File: src/rtl/sprite_bitmap_loader.sv
// Double-buffered 1-bpp sprite loader: assembles a byte stream into ROWS x COLS row words.
// Optional feature macro SPRITE_LOADER_MIRROR_EN adds mirror_in (horizontal flip of a whole load).
module sprite_bitmap_loader #(
    parameter int ROWS = 16,
    parameter int COLS = 16
) (
    input  logic            clk_in,
    input  logic            rst_n_in,
    input  logic            start_in,
    input  logic [7:0]      byte_in,
    input  logic            byte_valid_in,
    output logic            byte_ready_out,
    input  logic            frame_start_in,
    input  logic [3:0]      row_addr_in,
    output logic [COLS-1:0] row_data_out,
    output logic            load_busy_out,
    output logic            load_done_out,
    output logic            swap_out
`ifdef SPRITE_LOADER_MIRROR_EN
    ,
    input  logic            mirror_in
`endif
);

    localparam int BPR = COLS / 8;
    localparam int AW  = $clog2(ROWS);
    localparam int BW  = (BPR > 1) ? $clog2(BPR) : 1;
    localparam logic [BW-1:0] BYTE_LAST = BW'(BPR - 1);
    localparam logic [AW-1:0] ROW_LAST  = AW'(ROWS - 1);
    localparam logic [4:0]    ROWS_LIM  = 5'(ROWS);

    typedef enum logic [1:0] {ST_IDLE, ST_LOAD, ST_PENDING} state_t;

    state_t          state_reg, state_next;
    logic [BW-1:0]   byte_cnt_reg;
    logic [AW-1:0]   row_cnt_reg;
    logic            front_sel_reg;
    logic            ready_reg, done_reg, swap_reg;
    logic [COLS-1:0] row_data_reg;
    logic [COLS-1:0] buf0 [0:ROWS-1];
    logic [COLS-1:0] buf1 [0:ROWS-1];
    logic [COLS-1:0] row_word, row_wr;
    logic [AW-1:0]   rd_idx;
    logic            accept, row_end, last_byte, swap_now;

    // start_in wins over everything, including a byte offered in the same cycle
    assign accept    = (state_reg == ST_LOAD) && byte_valid_in && !start_in;
    assign row_end   = accept && (byte_cnt_reg == BYTE_LAST);
    assign last_byte = row_end && (row_cnt_reg == ROW_LAST);
    assign swap_now  = (state_reg == ST_PENDING) && frame_start_in && !start_in;
    assign rd_idx    = row_addr_in[AW-1:0];

    generate
        if (COLS > 8) begin : g_shift
            logic [COLS-9:0] shift_reg;
            assign row_word = {shift_reg, byte_in};
            always_ff @(posedge clk_in or negedge rst_n_in) begin
                if (!rst_n_in)
                    shift_reg <= '0;
                else if (accept)
                    shift_reg <= row_word[COLS-9:0];
            end
        end else begin : g_noshift
            assign row_word = byte_in;
        end
    endgenerate

`ifdef SPRITE_LOADER_MIRROR_EN
    logic            mirror_reg;
    logic [COLS-1:0] row_mirror;
    for (genvar gi = 0; gi < COLS; gi++) begin : g_rev
        assign row_mirror[gi] = row_word[COLS-1-gi];
    end
    assign row_wr = mirror_reg ? row_mirror : row_word;
    always_ff @(posedge clk_in or negedge rst_n_in) begin
        if (!rst_n_in)
            mirror_reg <= 1'b0;
        else if (start_in)
            mirror_reg <= mirror_in;
    end
`else
    assign row_wr = row_word;
`endif

    always_comb begin
        state_next = state_reg;
        case (state_reg)
            ST_IDLE:    state_next = ST_IDLE;
            ST_LOAD:    if (last_byte) state_next = ST_PENDING;
            ST_PENDING: if (frame_start_in) state_next = ST_IDLE;
            default:    state_next = ST_IDLE;
        endcase
        if (start_in)
            state_next = ST_LOAD;
    end

    always_ff @(posedge clk_in or negedge rst_n_in) begin
        if (!rst_n_in) begin
            state_reg     <= ST_IDLE;
            byte_cnt_reg  <= '0;
            row_cnt_reg   <= '0;
            front_sel_reg <= 1'b0;
            ready_reg     <= 1'b0;
            done_reg      <= 1'b0;
            swap_reg      <= 1'b0;
        end else begin
            state_reg <= state_next;
            ready_reg <= (state_next == ST_LOAD);
            done_reg  <= last_byte;
            swap_reg  <= swap_now;
            if (swap_now)
                front_sel_reg <= ~front_sel_reg;
            if (start_in) begin
                byte_cnt_reg <= '0;
                row_cnt_reg  <= '0;
            end else if (accept) begin
                if (row_end) begin
                    byte_cnt_reg <= '0;
                    row_cnt_reg  <= row_cnt_reg + 1'b1;
                end else begin
                    byte_cnt_reg <= byte_cnt_reg + 1'b1;
                end
            end
        end
    end

    // Completed rows always go to whichever buffer is not currently in front
    always_ff @(posedge clk_in or negedge rst_n_in) begin
        if (!rst_n_in) begin
            for (int i = 0; i < ROWS; i++) begin
                buf0[i] <= '0;
                buf1[i] <= '0;
            end
        end else if (row_end) begin
            if (front_sel_reg)
                buf0[row_cnt_reg] <= row_wr;
            else
                buf1[row_cnt_reg] <= row_wr;
        end
    end

    always_ff @(posedge clk_in or negedge rst_n_in) begin
        if (!rst_n_in)
            row_data_reg <= '0;
        else if ({1'b0, row_addr_in} < ROWS_LIM)
            row_data_reg <= front_sel_reg ? buf1[rd_idx] : buf0[rd_idx];
        else
            row_data_reg <= '0;
    end

    assign byte_ready_out = ready_reg;
    assign row_data_out   = row_data_reg;
    assign load_busy_out  = (state_reg != ST_IDLE);
    assign load_done_out  = done_reg;
    assign swap_out       = swap_reg;

endmodule
File: config.mk
export PLATFORM = sky130hd
export DESIGN_NAME = sprite_bitmap_loader
export DESIGN_NICKNAME = d
export VERILOG_FILES = /design/src/rtl/sprite_bitmap_loader.sv
export SDC_FILE = /design/constraint.sdc
export NUM_CORES = 1
export LEC_CHECK = 0
export ABC_AREA = 1
export BUFFER_PORTS_ARGS = -buffer_cell sky130_fd_sc_hd__buf_2
export CORE_ASPECT_RATIO = 1.1
export CORE_MARGIN = 4
export CORE_UTILIZATION = 63
export DETAILED_ROUTE_END_ITERATION = 12
export PLACE_DENSITY_LB_ADDON = 0.08
export RECOVER_POWER = 25
export SYNTH_ARGS = -nofsm -noshare
export SYNTH_HDL_FRONTEND = slang
export SYNTH_SLANG_ARGS = --single-unit
File: constraint.sdc
create_clock -name clk_in -period 2.1 [get_ports clk_in]
set_clock_uncertainty 0.15 [all_clocks]
set_input_delay 0.42 -clock clk_in [delete_from_list [all_inputs] [get_ports clk_in]]
set_output_delay 0.42 -clock clk_in [all_outputs]
set_load 0.01 [all_outputs]
# Yosys cells after proc, flatten, opt, wreduce, memory -nomap -nowiden

Index checks and enable logic that the tools add are counted.

Flip-flop bits (word level): 547
Input bits: 17

Add/sub/neg operators: 2
Order comparisons: 3
Equal/unequal tests: 4
Muxes and demuxes: 21
Bitwise operators: 3
Reductions and logical operators: 14

Operators by type and width:

| cell                  | count |
|---|---|
| $bwmux W256           | 2 |
| $bmux W16 S4          | 2 |
| $mux W16              | 6 |
| $demux W16 S4         | 1 |
| $mux W4               | 3 |
| $ge A5 B5 Y1 const B  | 2 |
| $not A4 Y5            | 2 |
| $logic_and A1 B1 Y1   | 7 |
| $mux W2               | 3 |
| $reduce_and A2 Y1     | 3 |
| $reduce_bool A2 Y1    | 3 |
| $lt A5 B1 Y1 const B  | 1 |
| $add A4 B1 Y4 const B | 1 |
| $eq A2 B1 Y1 const B  | 2 |
| $eq A4 B4 Y1 const B  | 1 |
| $pmux W2 S2           | 1 |
| $mux W1               | 3 |
| $eq A2 B2 Y1 const B  | 1 |
| $add A1 B1 Y1 const B | 1 |
| $logic_not A1 Y1      | 1 |
| $not A1 Y1            | 1 |

# Longest topological paths before layout

Gate-level depths: netlist of the first run.

Word-level depth: 9
Mapped depth: 13

# Worst setup path before layout of the first run

No wires, ideal clock.

Kind: register to register
Start point: register state_reg[1]
End point: register buf1[184] (netlist name)
Library setup time: 129 ps
Data arrival time: 1674 ps
Required time: 1821 ps
Setup slack: 146 ps
Stages on the path, launching flop included: 14
Path buffers: 2
Clock period less this slack: 1954 ps
Path through: dfrtp_1 inv_1 ha_1 nand2_1 inv_2 nand2_4 nor2_8 inv_4 nor2_8 buf_12 nand2_4 buf_4 nand2_1 o21ai_2

Word-level cells in the longest chain between the ends: 5

Ends and longest elaborated chain:

| what                              | line | text |
|---|---|---|
| start: declaration                | 34   | `state_t state_reg, state_next;` |
| start signal: assignment          | 107  | `state_reg <= state_next;` |
| $eq A2 B1 Y1                      | 47   | `assign accept = (state_reg == ST_LOAD) && byte_valid_in && !start_in;` |
| $logic_and A1 B1 Y1 (2 in series) | 47   |  |
| $logic_and A1 B1 Y1               | 48   | `assign row_end = accept && (byte_cnt_reg == BYTE_LAST);` |
| $reduce_and A2 Y1 (no line)       | n/a  |  |
| end signal: indexed assignment    | 138  | `buf1[row_cnt_reg] <= row_wr;` |
| end: declaration                  | 41   | `logic [COLS-1:0] buf1 [0:ROWS-1];` |

No other way between the ends.
A chain may end at the register's enable or synchronous reset.

# Final worst setup path of the first run

Start point: register state_reg[1]
End point: register buf1[97] (netlist name)

Same word-level chain as after synthesis.

==> metrics.md, run 1 <==
| Metric | Value |
|---|---|
| Num CTS Buffers | `54` |
| Dominant combinational cell family by area after synthesis | `simple AND/OR/NAND/NOR gates` |
| Maximum vdd drop | `0.7199 mV` |
| Sw frac | `25.02%` |
| Crit path kind | `reg -> reg` |
| Layout overhead on the synthesized area | `13.98%` |
| Compound-Gate Fraction of Synth Area | `11.28%` |
| Number of filler cells placed in the layout | `2898` |
| Final worst-path setup slack | `-27.24 ps` |
| LEAKAGE | `13.39 nW` |
| Number of nets in the finished design | `3082` |
| Wire length of the first global-routing pass | `112600 microns` |
| Basic-gate share of the synthesized area counting and, or, nand and nor cells | `27.83%` |
| Start of the worst register-to-register path | `state_reg[1]` |
| Final Routed Wirelength | `74230 microns` |
| Largest net degree at the start of global routing | `70` |
| Comb pwr share | `9.5%` |
| Final hold violation count | `0` |
| Multi-input gate area in the final layout | `10570 sq um` |
| EDFF count, synth | `0` |
| Mux contribution to synthesized area | `0%` |
| Post-Place Worst Slack | `-61.55 ps` |
| Endpoint required time on the critical path | `2430 ps` |
| Violated checks | `negative setup slack` |
| Master cell of the clock root buffer | `sky130_fd_sc_hd__clkbuf_16` |
| Number of cells produced by synthesis | `3075` |
| Final core utilization | `73.20%` |
| Placement Cell Area | `26240 sq um` |
| Worst relative slew slack | `16.98%` |
| Worst r2r dst | `buf1[97]` |
| Endpoint with the worst hold slack | `byte_ready_out` |
| Final HPWL from detailed placement | `41440 microns` |
| Result of the run | `finished, violations left` |
| Adder-cell share of the synthesized area | `0.3456%` |
| Ratio of routed vias to standard cells | `6.048` |
| H-tree depth | `2` |
| Part of the power in registers | `47.1%` |
| Chip height | `218.4 microns` |
| Vias in the first global route | `20360` |
| Antenna diode instance count | `0` |
| Starting Density | `64.23%` |
| Worst slew pin tran | `1245 ps` |
| Power density cells | `795.1 nW/um^2` |
| Pins over their slew limit | `0` |
| Depth of the most critical reg-to-reg path | `14` |
| Proportion of synthesized chip area in sequential cells | `54.01%` |
| Latest clock arrival within the worst-skew pair | `610 ps` |
| Min-delay worst type | `in -> reg` |
| Detailed-route via count | `21810` |
| 1st-iter DRT viols | `2210` |
| Achievable Freq | `0.4701 GHz` |
| Aggregate negative setup slack | `-116.5 ps` |
| Layout cells sized above 1 | `12.07%` |
| Beginning of the worst hold path | `start_in` |
| Netlist area before placement | `25350 sq um` |
| Post-route minimum period | `2127 ps` |
| Share of flip-flops with an asynchronous set or reset | `100.0%` |
| Initial antenna violation count | `1` |
| Clock power share | `43.3%` |
| Number of placement rows | `76` |
| FF+latch count, synth | `547` |
| Net count after synthesis | `3099` |
| Internal reg-to-reg setup slack | `-30 ps` |
| Nature of the critical path endpoint | `flop` |
| I/O pin count | `37` |
| Register area | `13690 sq um` |
| CORE AREA | `39460 sq um` |
| Placer congestion estimate | `0.9210` |
| Yosys synthesis warning count | `0` |
| Mean Syn Cell Area | `8.242 sq um` |
| Initial DRT Pass Iterations | `6` |
| RSZ-0062 raised after global routing | `yes` |
| Cell depth of the worst hold path | `3` |
| Fin crit share | `101.3%` |
| Final non-filler cell area | `28890 sq um` |
| Maximum buffer depth of the clock tree | `3` |
| Int Pwr | `17.22 mW` |
| Net switching power figure | `5.747 mW` |
| Clock tree from TritonCTS | `built` |
| Synth Flop Type | `sky130_fd_sc_hd__dfrtp_1` |
| Sinks on the clock net | `547` |
| Count of input and output buffers | `36` |
| Xor/xnor share of the synthesized area | `0.06911%` |
| Final count of negative-setup-slack endpoints | `14` |
| Total overflow reported by the global router | `0` |
| Total DRC errors in the routed layout | `0` |
| Remaining antenna violation count after routing | `0` |
| Max-cap violation count | `0` |
| Arrival @ worst endpoint | `2450 ps` |
| Startpoint kind of the worst setup timing path | `flop` |
| Aggregate global-route resource usage | `32.74%` |
| Number of distinct library cells after synthesis | `25` |
| Average wire per cell in the routed design | `20.58 microns` |
| Clock slew seen by the registers of the worst setup and hold paths | `60 ps` |
| Die extent in x | `199.2 microns` |
| Peak fanout along the critical path | `7` |
| Full die area | `43510 sq um` |
worst max-delay path, stage by stage, from the launching register on:
cell	delay [ps]
sky130_fd_sc_hd__dfrtp_1	400
sky130_fd_sc_hd__inv_2	80
sky130_fd_sc_hd__ha_4	140
sky130_fd_sc_hd__nand2_4	50
sky130_fd_sc_hd__inv_4	60
sky130_fd_sc_hd__nand2_4	60
sky130_fd_sc_hd__nor2_8	170
sky130_fd_sc_hd__inv_8	70
sky130_fd_sc_hd__nor2_8	170
sky130_fd_sc_hd__buf_12	150
sky130_fd_sc_hd__buf_8	100
sky130_fd_sc_hd__nand2_8	80
sky130_fd_sc_hd__buf_12	180
sky130_fd_sc_hd__nand2_2	70
sky130_fd_sc_hd__o21ai_2	50
layout by cell type, fill, tap and decap left out, types with 3 or more instances in the layout:
master | Yosys | routed
sky130_fd_sc_hd__clkbuf_1 | 132 | 16
sky130_fd_sc_hd__nand2_4 | 21 | 19
sky130_fd_sc_hd__o21ai_1 | 265 | 271
sky130_fd_sc_hd__nor2_4 | 0 | 8
sky130_fd_sc_hd__o21ai_2 | 55 | 56
sky130_fd_sc_hd__nand2_1 | 1265 | 1250
sky130_fd_sc_hd__nor2_1 | 18 | 9
sky130_fd_sc_hd__clkbuf_16 | 0 | 61
sky130_fd_sc_hd__nand3_1 | 386 | 386
sky130_fd_sc_hd__nor2_8 | 3 | 3
sky130_fd_sc_hd__buf_6 | 58 | 4
sky130_fd_sc_hd__o21ai_0 | 203 | 196
sky130_fd_sc_hd__bufinv_16 | 0 | 3
sky130_fd_sc_hd__inv_2 | 4 | 6
sky130_fd_sc_hd__ha_1 | 7 | 5
sky130_fd_sc_hd__dfrtp_1 | 547 | 547
sky130_fd_sc_hd__nand2_2 | 0 | 9
sky130_fd_sc_hd__dlygate4sd3_1 | 0 | 5
sky130_fd_sc_hd__a21oi_1 | 3 | 3
sky130_fd_sc_hd__buf_12 | 2 | 59
sky130_fd_sc_hd__buf_2 | 43 | 33
sky130_fd_sc_hd__nand2_8 | 0 | 24
sky130_fd_sc_hd__clkbuf_8 | 0 | 18
sky130_fd_sc_hd__clkbuf_2 | 0 | 7
sky130_fd_sc_hd__inv_1 | 35 | 30
sky130_fd_sc_hd__clkinv_2 | 0 | 6
sky130_fd_sc_hd__buf_4 | 2 | 48
routing by layer:
layer | vias up | GRT usage (%) | part of all wire (%)
li1 | 9990 | - | -
met1 | 10500 | 47.75 | 41
met2 | 1150 | 49.65 | 46
met3 | 164 | 4.995 | 9.3
met4 | 0 | 13.47 | 3.8
met5 | - | 0 | 0
cell usage after synthesis, types with 3 or more instances:
cell type,number,area [sq um]
sky130_fd_sc_hd__o21ai_1,265,1326
sky130_fd_sc_hd__ha_1,7,87.58
sky130_fd_sc_hd__nand2_1,1265,4748
sky130_fd_sc_hd__buf_2,43,215.2
sky130_fd_sc_hd__o21ai_2,55,481.7
sky130_fd_sc_hd__clkbuf_1,132,495.5
sky130_fd_sc_hd__nor2_1,18,67.56
sky130_fd_sc_hd__dfrtp_1,547,13690
sky130_fd_sc_hd__nand3_1,386,1932
sky130_fd_sc_hd__o21ai_0,203,1016
sky130_fd_sc_hd__buf_6,58,653.1
sky130_fd_sc_hd__buf_1,18,67.56
sky130_fd_sc_hd__nand2_4,21,236.5
sky130_fd_sc_hd__inv_1,35,131.4
sky130_fd_sc_hd__inv_2,4,15.01
sky130_fd_sc_hd__a21oi_1,3,15.01
sky130_fd_sc_hd__nor2_8,3,60.06
per-stage QoR:
step / hold WS [ps] / instances / total power [mW]
global route: 68.86 / 3606 / 23.66
floorplan: -25.59 / 3075 / 12.03
detailed placement: 194.6 / 3473 / 13.12
CTS: 55.09 / 3580 / 22.99
finish: 79.49 / 3606 / 22.97
global placement: 197.0 / 3473 / 13.09
area by class of cell:
class                           instances  area share [%]
Clock inverter                          9          0.4158
Sequential cell                       547           47.38
Inverter                               40          0.5891
Multi-Input combinational cell       2250           36.60
Clock buffer                           88           5.929
Tap cell                              507           2.196
Timing Repair Buffer                  165           6.882
what timing repair did:
item | in CTS | in global routing
setup buffers | 2 | 6
gates resized for setup | 27 | 61
setup endpoints to repair | 260 | 513
endpoints found under the hold margin | 333 | 0
pin swaps | 0 | 9
hold buffers | 5 | 0
gates cloned | 3 | 21
power groups by stage:
stage | registers [mW] | clock network (mW) | logic [mW]
global placement | 11.0 | 0 | 2.08
finish | 10.8 | 9.96 | 2.18
CTS | 10.8 | 10.0 | 2.14
floorplan | 11.0 | 0 | 1.02
global route | 10.8 | 10.5 | 2.35
detailed placement | 11.0 | 0 | 2.11
worst max path at each step:
stage	from	end	slack, ps	cells past startpoint
6_report	state_reg[1]	buf1[97]	-30	14
5_1_grt	state_reg[1]	buf1[97]	-110	14
4_1_cts	state_reg[1]	buf0[201]	-60	12
3_5_place_dp	state_reg[1]	buf0[187]	-60	12
3_3_place_gp	state_reg[1]	buf0[97]	-7	12
2_1_floorplan	state_reg[1]	buf1[184]	150	13
logic make-up after synthesis:
group,Yosys count
AOI/OAI and AO/OA,529
xor gates and xnor gates,2
adders and majority gates,7
buffers and inverters,295
DFF,547
and+or+nand+nor,1695
No activity file was read; power rests on OpenSTA's default activity.
==> run 2: changes to the inputs <==
--- a/config.mk
+++ b/config.mk
@@ -5,7 +5,6 @@
 export SDC_FILE = /design/constraint.sdc
 export NUM_CORES = 1
 export LEC_CHECK = 0
-export ABC_AREA = 1
 export BUFFER_PORTS_ARGS = -buffer_cell sky130_fd_sc_hd__buf_2
 export CORE_ASPECT_RATIO = 1.1
 export CORE_MARGIN = 4
==> run 2 against run 1 <==
Against the previous run: the flow now finishes without violations; die area about the same; clock power about the same; synthesized cell count decreased by 41%; wire length decreased by 13%; register-to-register slack improved by 50 ps.
==> metrics.md, run 2 <==
| Metric | Value |
|---|---|
| Nature of the critical path endpoint | `flop` |
| I/O pin count | `37` |
| Crit path kind | `reg -> reg` |
| Initial DRT Pass Iterations | `5` |
| Share of flip-flops with an asynchronous set or reset | `100.0%` |
| Sw frac | `23.98%` |
| Power density cells | `779.2 nW/um^2` |
| Sinks on the clock net | `547` |
| Library cell contributing the largest single delay on the critical path | `sky130_fd_sc_hd__dfrtp_1` |
| Synth area leaders | `sky130_fd_sc_hd__dfrtp_1 (54%), sky130_fd_sc_hd__mux2_2 (22%), sky130_fd_sc_hd__mux2i_1 (10%), sky130_fd_sc_hd__a22oi_1 (1.9%), sky130_fd_sc_hd__a22o_1 (1.1%)` |
| Count of input and output buffers | `36` |
| Final worst-path setup slack | `23.68 ps` |
| FF+latch count, synth | `547` |
| Min-delay worst type | `in -> reg` |
| Routing layer with the top usage in global route | `met2` |
| H-tree depth | `2` |
| Dominant delay contributor by cell family on the critical path | `simple AND/OR/NAND/NOR gates` |
| Int Pwr | `17.74 mW` |
| Post-Place Worst Slack | `-246.5 ps` |
| Chip height | `218.4 microns` |
| Number of cells produced by synthesis | `1812` |
| Number of placement rows | `76` |
| Aggregate negative setup slack | `0 ps` |
| Fraction of met2 tracks used by global routing | `49.04%` |
| GR Util met1 | `43.76%` |
| Netlist area before placement | `25360 sq um` |
| Share of Yosys cell area claimed by the top area cell type | `53.97%` |
| Net count after synthesis | `1836` |
| Vias in the first global route | `16940` |
| Worst hold-check slack | `31.37 ps` |
| Number of nets in the finished design | `1974` |
| Clock tree from TritonCTS | `built` |
| Peak fanout along the critical path | `8` |
| Max-cap violation count | `0` |
| Bufs and invs on worst path | `2` |
| Critical path cell sequence | `inv_2 -> ha_4 -> and4b_4 -> nand2_8 -> nor2_4 -> clkbuf_16 -> mux2_4` |
| CORE AREA | `39460 sq um` |
| Pins over their slew limit | `0` |
| Result of the run | `finished clean` |
| Total DRC errors in the routed layout | `0` |
| Fin crit share | `98.87%` |
| Most common library cell in the layout ignoring fill and taps | `sky130_fd_sc_hd__dfrtp_1` |
| EDFF count, synth | `0` |
| Most numerous cell types in the synthesized netlist | `sky130_fd_sc_hd__dfrtp_1 (547), sky130_fd_sc_hd__mux2_2 (503), sky130_fd_sc_hd__mux2i_1 (256), sky130_fd_sc_hd__a22oi_1 (64), sky130_fd_sc_hd__clkbuf_1 (61)` |
| Endpoint required time on the critical path | `2430 ps` |
| Startpoint kind of the worst setup timing path | `flop` |
| Most instantiated library cell after synthesis | `sky130_fd_sc_hd__dfrtp_1` |
| Mean Syn Cell Area | `14.00 sq um` |
| Placer congestion estimate | `0.8182` |
| Synth Flop Type | `sky130_fd_sc_hd__dfrtp_1` |
| Initial antenna violation count | `1` |
| Layout cells sized above 1 | `44.73%` |
| Final hold violation count | `0` |
| Remaining antenna violation count after routing | `0` |
| Full die area | `43530 sq um` |
| Post-synthesis cell type with the largest combined area | `sky130_fd_sc_hd__dfrtp_1` |
| Die extent in x | `199.3 microns` |
| Final count of negative-setup-slack endpoints | `0` |
| Clock slew seen by the registers of the worst setup and hold paths | `60 ps` |
| Number of distinct library cells after synthesis | `42` |
| Master cell of the clock root buffer | `sky130_fd_sc_hd__clkbuf_16` |
| Proportion of synthesized chip area in sequential cells | `53.97%` |
| Largest net degree at the start of global routing | `74` |
| Comb pwr share | `8.7%` |
| Ratio of routed vias to standard cells | `6.339` |
| Maximum buffer depth of the clock tree | `3` |
| Commonest cells after routing, fill and taps aside | `sky130_fd_sc_hd__dfrtp_1 (546), sky130_fd_sc_hd__mux2_2 (487), sky130_fd_sc_hd__mux2i_1 (256)` |
| Worst slew pin tran | `1412 ps` |
| Final Routed Wirelength | `64680 microns` |
| Net switching power figure | `5.594 mW` |
| Worst relative slew slack | `5.849%` |
| Global routing met3 resource utilization | `4.024%` |
| RSZ-0062 raised after global routing | `yes` |
| Detailed-route via count | `15850` |
| Aggregate global-route resource usage | `30.36%` |
| Post-route minimum period | `2076 ps` |
| Layout overhead on the synthesized area | `18.08%` |
| Part of the power in registers | `47.3%` |
| Final HPWL from detailed placement | `42240 microns` |
| Num CTS Buffers | `55` |
| 1st-iter DRT viols | `967` |
| Arrival @ worst endpoint | `2410 ps` |
| Wire length of the first global-routing pass | `101100 microns` |
| Latest clock arrival within the worst-skew pair | `610 ps` |
| Crit path largest cell delay | `390 ps` |
| LEAKAGE | `15.03 nW` |
| Total overflow reported by the global router | `0` |
| Starting Density | `64.26%` |
| Achievable Freq | `0.4816 GHz` |
| Maximum vdd drop | `0.7027 mV` |
| Number of filler cells placed in the layout | `2441` |
| Average wire per cell in the routed design | `25.87 microns` |
| Clock power share | `44.1%` |
| Yosys synthesis warning count | `0` |
run 2: cell count changes after synthesis, moves of 55 or more:
cell	before	now
sky130_fd_sc_hd__clkbuf_1	132	61
sky130_fd_sc_hd__o21ai_2	55	0
sky130_fd_sc_hd__mux2_2	0	503
sky130_fd_sc_hd__nand2_1	1265	34
sky130_fd_sc_hd__nand3_1	386	33
sky130_fd_sc_hd__o21ai_0	203	1
sky130_fd_sc_hd__a22oi_1	0	64
sky130_fd_sc_hd__o21ai_1	265	0
sky130_fd_sc_hd__mux2i_1	0	256
run 2: cells by family (layout without fill, tap and decap cells):
family,count (synthesis),count (layout),share of synthesized area (%)
AOI/OAI and AO/OA,150,150,4.174
xor gates and xnor gates,5,5,0.1727
adders and majority gates,7,7,0.3453
buffers and inverters,159,338,3.305
DFF,547,547,53.97
muxes,776,776,33.34
other,0,1,0
and+or+nand+nor,168,169,4.687
run 2: power by group through the flow:
stage          clock network [mW]  logic [mW]  registers, mW
2_1_floorplan                   0       0.973           11.1
3_3_place_gp                    0        1.95           11.2
3_5_place_dp                    0        1.99           11.2
4_1_cts                      10.4        2.01           11.0
5_1_grt                      10.8        2.15           11.1
6_report                     10.3        2.02           11.0
run 2: what timing repair did:
action                                 CTS  global route
hold buffers                             2             0
cloned                                   0             2
pin swaps                                0             3
resized for setup                        2            27
endpoints found under the hold margin  321             0
setup endpoints to repair               94           434
setup buffers                            1             1
run 2: worst paths after layout:
| path | from | end | slack, ps | depth (start not counted) |
|---|---|---|---|---|
| min in group asynchronous | rst_n_in | buf0[92] | 540 | 2 |
| hold reg to reg | buf0[151] | buf0[151] | 340 | 1 |
| hold / removal | frame_start_in | swap_out | 30 | 2 |
| setup / recovery | state_reg[1] | buf1[88] | 20 | 7 |
| setup reg to reg | state_reg[1] | buf1[88] | 20 | 7 |
| max in group asynchronous | rst_n_in | row_data_out[12] | 160 | 3 |
run 2: through the flow:
stage / cells / utilization [%] / total power, mW / cell area, sq um
after floorplan: 1812 / - / 12.06 / 25360
after global placement: 2394 / 70.65 / 13.15 / 27880
after detailed placement: 2394 / 70.65 / 13.20 / 27880
after CTS: 2496 / 75.56 / 23.43 / 29820
after global routing: 2499 / 75.88 / 24.04 / 29940
final: 2500 / 75.88 / 23.33 / 29950
run 2: layout make-up:
class | instances | area [sq um] | share of cell area (%)
clock inverters | 20 | 295.3 | 0.9861
repair buffers | 232 | 2715 | 9.067
multi-input cells | 1107 | 10970 | 36.64
diodes | 1 | 2.502 | 0.008357
flip-flops and latches | 547 | 13690 | 45.72
clock buffers | 79 | 1607 | 5.365
well taps | 507 | 634.4 | 2.118
inverters | 7 | 28.78 | 0.09610
run 2: metal layers:
layer,wire (microns),part of all wire (%),vias to the layer above
met3,2915,4.5,106
met4,1565,2.4,2
met2,31200,48,413
met1,28990,45,8465
met5,13,0.020,-
li1,-,-,6861
run 2: worst reg2reg max path: stages (launching register included):
cell,delay [ps]
sky130_fd_sc_hd__dfrtp_1,390
sky130_fd_sc_hd__inv_2,80
sky130_fd_sc_hd__ha_4,150
sky130_fd_sc_hd__and4b_4,360
sky130_fd_sc_hd__nand2_8,120
sky130_fd_sc_hd__nor2_4,200
sky130_fd_sc_hd__clkbuf_16,210
sky130_fd_sc_hd__mux2_4,310
==> run 3: changes to the inputs <==
--- a/config.mk
+++ b/config.mk
@@ -8,7 +8,8 @@
 export BUFFER_PORTS_ARGS = -buffer_cell sky130_fd_sc_hd__buf_2
 export CORE_ASPECT_RATIO = 1.1
 export CORE_MARGIN = 4
-export CORE_UTILIZATION = 63
+export CORE_UTILIZATION = 65
+export CTS_BUF_LIST = sky130_fd_sc_hd__clkbuf_8
 export DETAILED_ROUTE_END_ITERATION = 12
 export PLACE_DENSITY_LB_ADDON = 0.08
 export RECOVER_POWER = 25
==> run 3 against run 2 <==
Against the previous run: the flow now finishes with violations (negative setup slack); final cell count rose by 2.3%; flip-flop and latch count stayed put; wire length increased by 8.1%; setup slack got worse by 95 ps; global-route usage up 1.4 points; critical path depth is 2 higher; combinational power grew 8%; core utilization increased by 4.3 points; power fell by 2.8%; critical endpoint is now buf1[116]; highest routed layer is now met4.
==> metrics.md, run 3 (synthesis gave the netlist of run 2 again) <==
| Metric | Value |
|---|---|
| Startpoint kind of the worst setup timing path | `flop` |
| Maximum buffer depth of the clock tree | `3` |
| Final count of negative-setup-slack endpoints | `215` |
| Placement Cell Area | `27710 sq um` |
| Final non-filler cell area | `30780 sq um` |
| Bufs and invs on worst path | `4` |
| Final cell count without fillers | `2557` |
| Sinks on the clock net | `547` |
| Layout overhead on the synthesized area | `21.39%` |
| Initial antenna violation count | `1` |
| Number of placement rows | `75` |
| Largest net degree at the start of global routing | `86` |
| Arrival @ worst endpoint | `2560 ps` |
| Cell depth of the worst hold path | `3` |
| Master cell of the clock root buffer | `sky130_fd_sc_hd__clkbuf_8` |
| Peak fanout along the critical path | `16` |
| Num CTS Buffers | `88` |
| Die extent in x | `196.3 microns` |
| Routing layer with the top usage in global route | `met2` |
| Number of filler cells placed in the layout | `2206` |
| Wire length of the first global-routing pass | `103600 microns` |
| Post-placement cell count | `2369` |
| Chip height | `215.2 microns` |
| GR Util met1 | `44.28%` |
| Total overflow reported by the global router | `0` |
| 1st-iter DRT viols | `1213` |
| I/O pin count | `37` |
| Crit-path most repeated cell | `sky130_fd_sc_hd__buf_12` |
| Maximum vdd drop | `0.7443 mV` |
| Vias in the first global route | `17240` |
| LEAKAGE | `15.32 nW` |
| Post-route minimum period | `2172 ps` |
| Depth of the most critical reg-to-reg path | `9` |
| Violated checks | `negative setup slack` |
| Antenna diode instance count | `0` |
| Fin crit share | `103.4%` |
| Remaining antenna violation count after routing | `0` |
| Endpoint required time on the critical path | `2480 ps` |
| Final Routed Wirelength | `69930 microns` |
| Final HPWL from detailed placement | `41140 microns` |
| Internal reg-to-reg setup slack | `-70 ps` |
| Worst relative slew slack | `7.335%` |
| Clock slew seen by the registers of the worst setup and hold paths | `70 ps` |
| Starting Density | `66.08%` |
| Nature of the critical path endpoint | `flop` |
| Power density cells | `736.8 nW/um^2` |
| Latest clock arrival within the worst-skew pair | `650 ps` |
| CORE AREA | `38380 sq um` |
| Commonest cells after routing, fill and taps aside | `sky130_fd_sc_hd__dfrtp_1 (545), sky130_fd_sc_hd__mux2_2 (313), sky130_fd_sc_hd__mux2i_1 (256)` |
| Layout cells sized above 1 | `45.60%` |
| Crit path kind | `reg -> reg` |
| Ratio of routed vias to standard cells | `6.367` |
| Most common library cell in the layout ignoring fill and taps | `sky130_fd_sc_hd__dfrtp_1` |
| Worst slew pin tran | `1390 ps` |
| Clock tree from TritonCTS | `built` |
| Global routing met3 resource utilization | `5.654%` |
| Dominant delay contributor by cell family on the critical path | `buffers and inverters` |
| Number of nets in the finished design | `2013` |
| Worst hold-check slack | `56.63 ps` |
| Full die area | `42240 sq um` |
| Fraction of met2 tracks used by global routing | `51.35%` |
| Pins over their slew limit | `0` |
| Initial DRT Pass Iterations | `5` |
| Critical path depth in cells | `9` |
| RSZ-0062 raised after global routing | `yes` |
| Aggregate global-route resource usage | `31.76%` |
| Critical path cell sequence | `inv_2 -> ha_4 -> and4b_4 -> buf_12 -> nand2_8 -> buf_12 -> nor2_4 -> buf_12 -> mux2_2` |
| Average wire per cell in the routed design | `27.35 microns` |
| Placer congestion estimate | `0.8322` |
| Max-cap violation count | `0` |
| Final hold violation count | `0` |
| Achievable Freq | `0.4605 GHz` |
| H-tree depth | `3` |
| Detailed-route via count | `16280` |
| Min-delay worst type | `in -> reg` |
| Final worst-path setup slack | `-71.63 ps` |
| Count of input and output buffers | `36` |
| Result of the run | `finished, violations left` |
| Crit path largest cell delay | `380 ps` |
| Library cell contributing the largest single delay on the critical path | `sky130_fd_sc_hd__dfrtp_1` |
| Total DRC errors in the routed layout | `0` |
==> run 3: cell count changes in the layout (fill, tap and decap cells not counted), sizes merged, moves of 2 or more <==
cell         previous run  this run
inv                    10        38
clkbuf                 86       126
dlygate4sd3             2         4
buf                   223       220
bufinv                  7         4
==> run 3: layer usage <==
layer	vias up	routed length [microns]
met3	114	4447
li1	6926	-
met4	0	1813
met1	8675	29420
met2	566	34250
met5	-	0
==> run 3: repair_timing <==
item / CTS / global route
setup endpoints to repair: 416 / 440
buffers inserted: 12 / 9
endpoints found under the hold margin: 363 / 0
resized for setup: 48 / 177
pin swaps: 2 / 7
hold buffers: 4 / 0
gates cloned: 2 / 7
==> run 3: path summary, 6_finish.rpt <==
path / endpoint / from
hold reg to reg: buf0[138] / buf0[138]
setup reg to reg: buf1[116] / state_reg[1]
setup / recovery: buf1[116] / state_reg[1]
hold / removal: row_data_out[10] / row_addr_in[3]
min in group asynchronous: buf0[93] / rst_n_in
max in group asynchronous: buf0[84] / rst_n_in
==> run 3: report_power, final <==
part | internal, mW | total (mW) | switching (mW)
Sequential | 10.8 | 11.0 | 0.250
Combinational | 0.890 | 2.19 | 1.30
Clock | 5.23 | 9.47 | 4.24
==> run 3: stage by stage <==
| stage | total power [mW] | setup WS (ps) | utilization, % | TNS [ps] |
|---|---|---|---|---|
| 6_report | 22.68 | -71.63 | 80.21 | -5632 |
| 5_1_grt | 23.44 | -134.0 | 80.21 | -29570 |
| 4_1_cts | 22.63 | -29.81 | 78.06 | -342.1 |
| 3_5_place_dp | 13.19 | -207.9 | 72.21 | -9429 |
| 3_3_place_gp | 13.13 | -164.2 | 72.21 | -2228 |
| 2_1_floorplan | 12.06 | 7.477 | - | 0 |
==> run 3: worst register-to-register path, stage by stage (launching register included) <==
cell	delay [ps]
sky130_fd_sc_hd__dfrtp_1	380
sky130_fd_sc_hd__inv_2	90
sky130_fd_sc_hd__ha_4	150
sky130_fd_sc_hd__and4b_4	290
sky130_fd_sc_hd__buf_12	120
sky130_fd_sc_hd__nand2_8	60
sky130_fd_sc_hd__buf_12	150
sky130_fd_sc_hd__nor2_4	110
sky130_fd_sc_hd__buf_12	200
sky130_fd_sc_hd__mux2_2	360
==> run 3: layout make-up <==
class / count / area, sq um / share of cell area (%)
Sequential cell: 547 / 13690 / 44.47
Multi-Input combinational cell: 1106 / 11670 / 37.92
Timing Repair Buffer: 239 / 2935 / 9.535
Clock buffer: 111 / 1528 / 4.963
Tap cell: 500 / 625.6 / 2.032
Clock inverter: 47 / 304.0 / 0.9876
Inverter: 7 / 26.28 / 0.08535
